**src/rtl/instr_fetch_unit_pkg.sv**
```systemverilog
// Shared definitions for the instruction-fetch slice: MIPS opcodes, IR field
// positions, fetch state encodings and a field-decode helper.
package instr_fetch_unit_pkg;

    localparam int INSTR_W = 32;

    localparam logic [5:0] OP_RTYPE = 6'h00;
    localparam logic [5:0] OP_J     = 6'h02;
    localparam logic [5:0] OP_BEQ   = 6'h04;
    localparam logic [5:0] OP_ADDI  = 6'h08;
    localparam logic [5:0] OP_LW    = 6'h23;
    localparam logic [5:0] OP_SW    = 6'h2B;

    localparam int OP_MSB    = 31;
    localparam int OP_LSB    = 26;
    localparam int RS_MSB    = 25;
    localparam int RS_LSB    = 21;
    localparam int RT_MSB    = 20;
    localparam int RT_LSB    = 16;
    localparam int RD_MSB    = 15;
    localparam int RD_LSB    = 11;
    localparam int SHAMT_MSB = 10;
    localparam int SHAMT_LSB = 6;
    localparam int FUNCT_MSB = 5;
    localparam int FUNCT_LSB = 0;
    localparam int IMM_MSB   = 15;
    localparam int IMM_LSB   = 0;

    typedef enum logic [1:0] {
        FS_IDLE    = 2'b00,
        FS_REQUEST = 2'b01,
        FS_WAIT    = 2'b10
    } fetch_state_t;

    typedef struct packed {
        logic [5:0]  op_code;
        logic [4:0]  rs;
        logic [4:0]  rt;
        logic [4:0]  rd;
        logic [4:0]  shamt;
        logic [5:0]  funct;
        logic [15:0] imm16;
    } ir_fields_t;

    function automatic ir_fields_t decode_ir(input logic [INSTR_W-1:0] word);
        ir_fields_t f;
        f.op_code = word[OP_MSB:OP_LSB];
        f.rs      = word[RS_MSB:RS_LSB];
        f.rt      = word[RT_MSB:RT_LSB];
        f.rd      = word[RD_MSB:RD_LSB];
        f.shamt   = word[SHAMT_MSB:SHAMT_LSB];
        f.funct   = word[FUNCT_MSB:FUNCT_LSB];
        f.imm16   = word[IMM_MSB:IMM_LSB];
        return f;
    endfunction

endpackage

```
**src/rtl/instr_fetch_unit_fetch_watchdog.sv**
```systemverilog
// Fetch watchdog: counts busy cycles without mem_ready and flags the cycle in
// which the LIMIT-th such cycle occurs. Only instantiated with FETCH_TIMEOUT_EN.
module fetch_watchdog
    import instr_fetch_unit_pkg::*;
#(
    parameter int LIMIT = 16
) (
    input  logic clk,
    input  logic rst,
    input  logic start,
    input  logic active,
    output logic expired
);

    localparam int CNT_W = $clog2(LIMIT + 1) + 1;
    localparam logic [CNT_W-1:0] TERMINAL = CNT_W'(LIMIT - 1);

    logic [CNT_W-1:0] count_reg;

    // Count 0 corresponds to the REQUEST cycle, so LIMIT-1 marks the last permitted cycle.
    assign expired = active && (count_reg == TERMINAL);

    always_ff @(posedge clk or negedge rst) begin
        if (!rst) begin
            count_reg <= '0;
        end else if (start) begin
            count_reg <= '0;
        end else if (active && !expired) begin
            count_reg <= count_reg + 1'b1;
        end
    end

endmodule

```
**src/rtl/instr_fetch_unit.sv**
```systemverilog
// Instruction-fetch stage: word read over a req/ready handshake into the IR,
// decoded fields and a one-cycle instr_valid strobe. Optional: FETCH_TIMEOUT_EN.
module instr_fetch_unit
    import instr_fetch_unit_pkg::*;
#(
    parameter int N              = 32,
    parameter int ADDR_W         = 32,
    parameter int TIMEOUT_CYCLES = 16
) (
    input  logic              clk,
    input  logic              rst,
    input  logic              fetch_start,
    input  logic [ADDR_W-1:0] pc,
    output logic              mem_req,
    output logic [ADDR_W-1:0] mem_addr,
    input  logic              mem_ready,
    input  logic [N-1:0]      mem_rdata,
    output logic [N-1:0]      ir,
    output logic [5:0]        op_code,
    output logic [4:0]        rs,
    output logic [4:0]        rt,
    output logic [4:0]        rd,
    output logic [4:0]        shamt,
    output logic [5:0]        funct,
    output logic [15:0]       imm16,
    output logic              instr_valid,
    output logic              busy,
    output logic              fault
);

    fetch_state_t      state_reg;
    logic              mem_req_reg;
    logic [ADDR_W-1:0] mem_addr_reg;
    logic [N-1:0]      ir_reg;
    logic              instr_valid_reg;
    logic              busy_reg;
    logic              fault_reg;

    logic       accept_fetch;
    logic       timeout_hit;
    ir_fields_t fields;

    assign accept_fetch = (state_reg == FS_IDLE) && fetch_start && (pc[1:0] == 2'b00);

`ifdef FETCH_TIMEOUT_EN
    fetch_watchdog #(
        .LIMIT (TIMEOUT_CYCLES)
    ) u_fetch_watchdog (
        .clk     (clk),
        .rst     (rst),
        .start   (accept_fetch),
        .active  (busy_reg && !mem_ready),
        .expired (timeout_hit)
    );
`else
    localparam int unused_timeout_cycles = TIMEOUT_CYCLES;
    assign timeout_hit = 1'b0;
`endif

    always_ff @(posedge clk or negedge rst) begin
        if (!rst) begin
            state_reg       <= FS_IDLE;
            mem_req_reg     <= 1'b0;
            mem_addr_reg    <= '0;
            ir_reg          <= '0;
            instr_valid_reg <= 1'b0;
            busy_reg        <= 1'b0;
            fault_reg       <= 1'b0;
        end else begin
            instr_valid_reg <= 1'b0;
            case (state_reg)
                FS_IDLE: begin
                    if (accept_fetch) begin
                        mem_addr_reg <= pc;
                        mem_req_reg  <= 1'b1;
                        busy_reg     <= 1'b1;
                        fault_reg    <= 1'b0;
                        state_reg    <= FS_REQUEST;
                    end else if (fetch_start) begin
                        fault_reg <= 1'b1;
                    end
                end
                FS_REQUEST, FS_WAIT: begin
                    // A response on the terminal-count cycle still completes the fetch.
                    if (mem_ready) begin
                        ir_reg          <= mem_rdata;
                        instr_valid_reg <= 1'b1;
                        mem_req_reg     <= 1'b0;
                        busy_reg        <= 1'b0;
                        state_reg       <= FS_IDLE;
                    end else if (timeout_hit) begin
                        mem_req_reg <= 1'b0;
                        busy_reg    <= 1'b0;
                        fault_reg   <= 1'b1;
                        state_reg   <= FS_IDLE;
                    end else begin
                        state_reg <= FS_WAIT;
                    end
                end
                default: begin
                    mem_req_reg <= 1'b0;
                    busy_reg    <= 1'b0;
                    state_reg   <= FS_IDLE;
                end
            endcase
        end
    end

    assign fields = decode_ir(ir_reg);

    assign mem_req     = mem_req_reg;
    assign mem_addr    = mem_addr_reg;
    assign ir          = ir_reg;
    assign instr_valid = instr_valid_reg;
    assign busy        = busy_reg;
    assign fault       = fault_reg;
    assign op_code     = fields.op_code;
    assign rs          = fields.rs;
    assign rt          = fields.rt;
    assign rd          = fields.rd;
    assign shamt       = fields.shamt;
    assign funct       = fields.funct;
    assign imm16       = fields.imm16;

endmodule

```
**config.mk**
```make
export PLATFORM = sky130hd
export DESIGN_NAME = instr_fetch_unit
export DESIGN_NICKNAME = d
export VERILOG_FILES = /design/src/rtl/instr_fetch_unit_pkg.sv /design/src/rtl/instr_fetch_unit_fetch_watchdog.sv /design/src/rtl/instr_fetch_unit.sv
export SDC_FILE = /design/constraint.sdc
export NUM_CORES = 1
export LEC_CHECK = 0
export CORE_AREA = 10 10 99 101
export DETAILED_ROUTE_END_ITERATION = 8
export DIE_AREA = 0 0 109 111
export PLACE_DENSITY = 0.86
export SLEW_MARGIN = 40
export SYNTH_ARGS = -nofsm -noshare
export SYNTH_HDL_FRONTEND = slang
export SYNTH_SLANG_ARGS = --single-unit
```
**constraint.sdc**
```tcl
create_clock -name clk -period 4 [get_ports clk]
set_input_delay 0.6 -clock clk [delete_from_list [all_inputs] [get_ports clk]]
set_output_delay 0.6 -clock clk [all_outputs]
set_load 0.01 [all_outputs]
```
==> flow_summary.toml <==
[run_status]
status = "complete, no violations"

[die]
num_rows = 33
fp.dieArea_um2 = 12100
die_w_um = 109
io_pins = 184
start_util_pct = 38.3
die_h_um = 111
coreArea_um2 = 7970

[worst_setup_path]
cp_max_fo = 16
cp-end-kind = "flop"
critPathKind = "flop to flop"
crit_path_start_kind = "flop"
crit_required_ns = 4.21
critPathArrivalTime_ns = 2.25

[global_routing]
use_met1_pct = 13.9
grt_use_met2_pct = 23.3
grt_max_degree = 40
busiest_layer = "met2"
track_usage_pct = 13.6
gr-usage-met3_pct = 7.27
grt_pass1_wl_mm = 13.0
grt-ovfl-total = 0
first_global_vias = 2387
antenna_found_initial = 0

[clock_tree]
clock_sinks = 69
hold_buffers = 0
cts_root_buf = "clkbuf_8"
htreeDepth = 3
cts_made_buffers = 9
cts.reportedPaths.clkPinSlew_ns = 0.07
cts_max_path_buffers = 2
post_cts_buffers = 0
clkLatencyLatePin_ns = 0.32
cts_tree = "yes"
cts.repair.resized = 0

[timing]
maxSlewHeadroom_pct = 49.7
layout_min_cycle_time_ns = 2.04
setup_viol = 0
finalMaxSlewViolations = 0
fmax_mhz = 490
rsz0062_at_grt = "no"
hold_viol = 0
post-route-period-util_pct = 51.0
worstMarginPinSlew_ns = 0.752
setup_tns_ns = 0
worst_clock_skew_ns = 0.00731

[synthesis]
seq_area_frac_synth_pct = 56.5
ys_ff_latch = 69
syn-instance-count = 270
synth_nets = 341
yosys.area.top_type = "dfrtp_1"
synth_warnings = 0
synth_area_um2 = 3060
synth_top_area_share_pct = 56.5
syn_avg_cell_area_um2 = 11.3
ys_types = 18
synthTopCellsByArea = "dfrtp_1 (57%), buf_4 (13%), mux2_2 (12%), nand2_1 (11%), buf_6 (2.9%)"

[detailed_routing]
ant_nets = 0
via_per_inst = 4.38
drt_first_pass_iters = 4
postRouteWirelength_mm = 8.67
drt_iter0_markers = 59
drc = 0
dr_total_vias = 2257
avgRoutedWirePerCell_um = 16.8

[placement]
portBuffers = 183
dpl-instance-area_um2 = 4560
hpwl_mm = 7.06
place_congestion = 0.726

[worst_hold_path]
hold_class = "input pin to asynchronous set/reset pin"

[pwr]
max-vdd-ir-drop_mv = 0.366
power_leakage_nw = 2.13
power_density_nw_per_um2 = 825

[final_layout]
fin_nets = 478
antenna_cells = 0
drive_above_1_share_pct = 12.7
final_cell_mix = "clkdlybuf4s50_1 (182), nand2_1 (90), dfrtp_1 (69)"
stdcell_area_um2 = 4760
final_core_util_pct = 59.7
final_common_cell = "clkdlybuf4s50_1"
syn_to_final_growth_pct = 55.7

[job]
max-cap-violations = 0
[worst paths after layout]
kind	startpoint	endpoint	slack (ns)	cells after the start
max	state_reg[0]	state_reg[0]	1.96	5
min	rst	mem_addr[21]	0.23	1
max reg2reg	state_reg[0]	state_reg[0]	1.96	5
min reg2reg	mem_addr[26]	mem_addr[26]	0.47	2
max in group asynchronous	rst	ir[11]	2.98	2
min in group clk	mem_addr[26]	mem_addr[26]	0.47	2
[routing by layer]
metal / up-vias / wire length (µm)
met5: - / 0
met4: 0 / 61
met3: 6 / 1230
met2: 125 / 4130
met1: 1054 / 3240
li1: 1072 / -
[through the flow]
step	worst slack, ns	hold WS [ns]	instances	power (W)
2_1_floorplan	2.56	0.304	270	0.00238
3_3_place_gp	1.65	0.457	501	0.00334
3_5_place_dp	1.62	0.462	501	0.00342
4_1_cts	1.93	0.239	515	0.00401
5_1_grt	1.80	0.252	515	0.00417
6_report	1.96	0.226	515	0.00392
[kinds of logic (layout without fill, tap and decap cells)]
| logic type | Yosys count | in the layout | share of synthesized area (%) |
|---|---|---|---|
| buffers and inverters | 62 | 202 | 15.8 |
| muxes | 34 | 34 | 12.6 |
| adders and majority gates | 3 | 3 | 1.23 |
| AOI/OAI and AO/OA | 3 | 3 | 0.491 |
| DFF | 69 | 69 | 56.5 |
| and+or+nand+nor | 99 | 99 | 13.3 |
[critical path, stage by stage (launching register included)]
cell,delay [ns]
dfrtp_1,0.40
inv_1,0.09
ha_1,0.27
nand4bb_1,0.55
nand2_2,0.30
mux2_4,0.31
[power breakdown]
| part | internal [W] | switching (W) |
|---|---|---|
| clock | 0.000333 | 0.000235 |
| sequential | 0.00103 | 0.000238 |
| combinational | 0.00128 | 0.000812 |
| total | 0.00264 | 0.00129 |
[final cells by class]
| cell class | count | area (µm²) |
|---|---|---|
| fill | 678 | 3210 |
| timing repair buffer | 185 | 1840 |
| sequential | 69 | 1730 |
| multi-input combinational | 139 | 845 |
| clock buffer | 13 | 169 |
| tap | 105 | 131 |
| clock inverter | 1 | 30.0 |
| inverter | 3 | 11.3 |
[Yosys cell counts, drive strengths merged]
library cell and instances:
a21oi 1, and2 2, and4bb 1, buf 59, dfrtp 69, ha 3, inv 3, mux2 33
mux2i 1, nand2 92, nand2b 1, nand4bb 1, nor2 1, nor2b 1, o21ai 2
(Power assumes the default switching activity.)
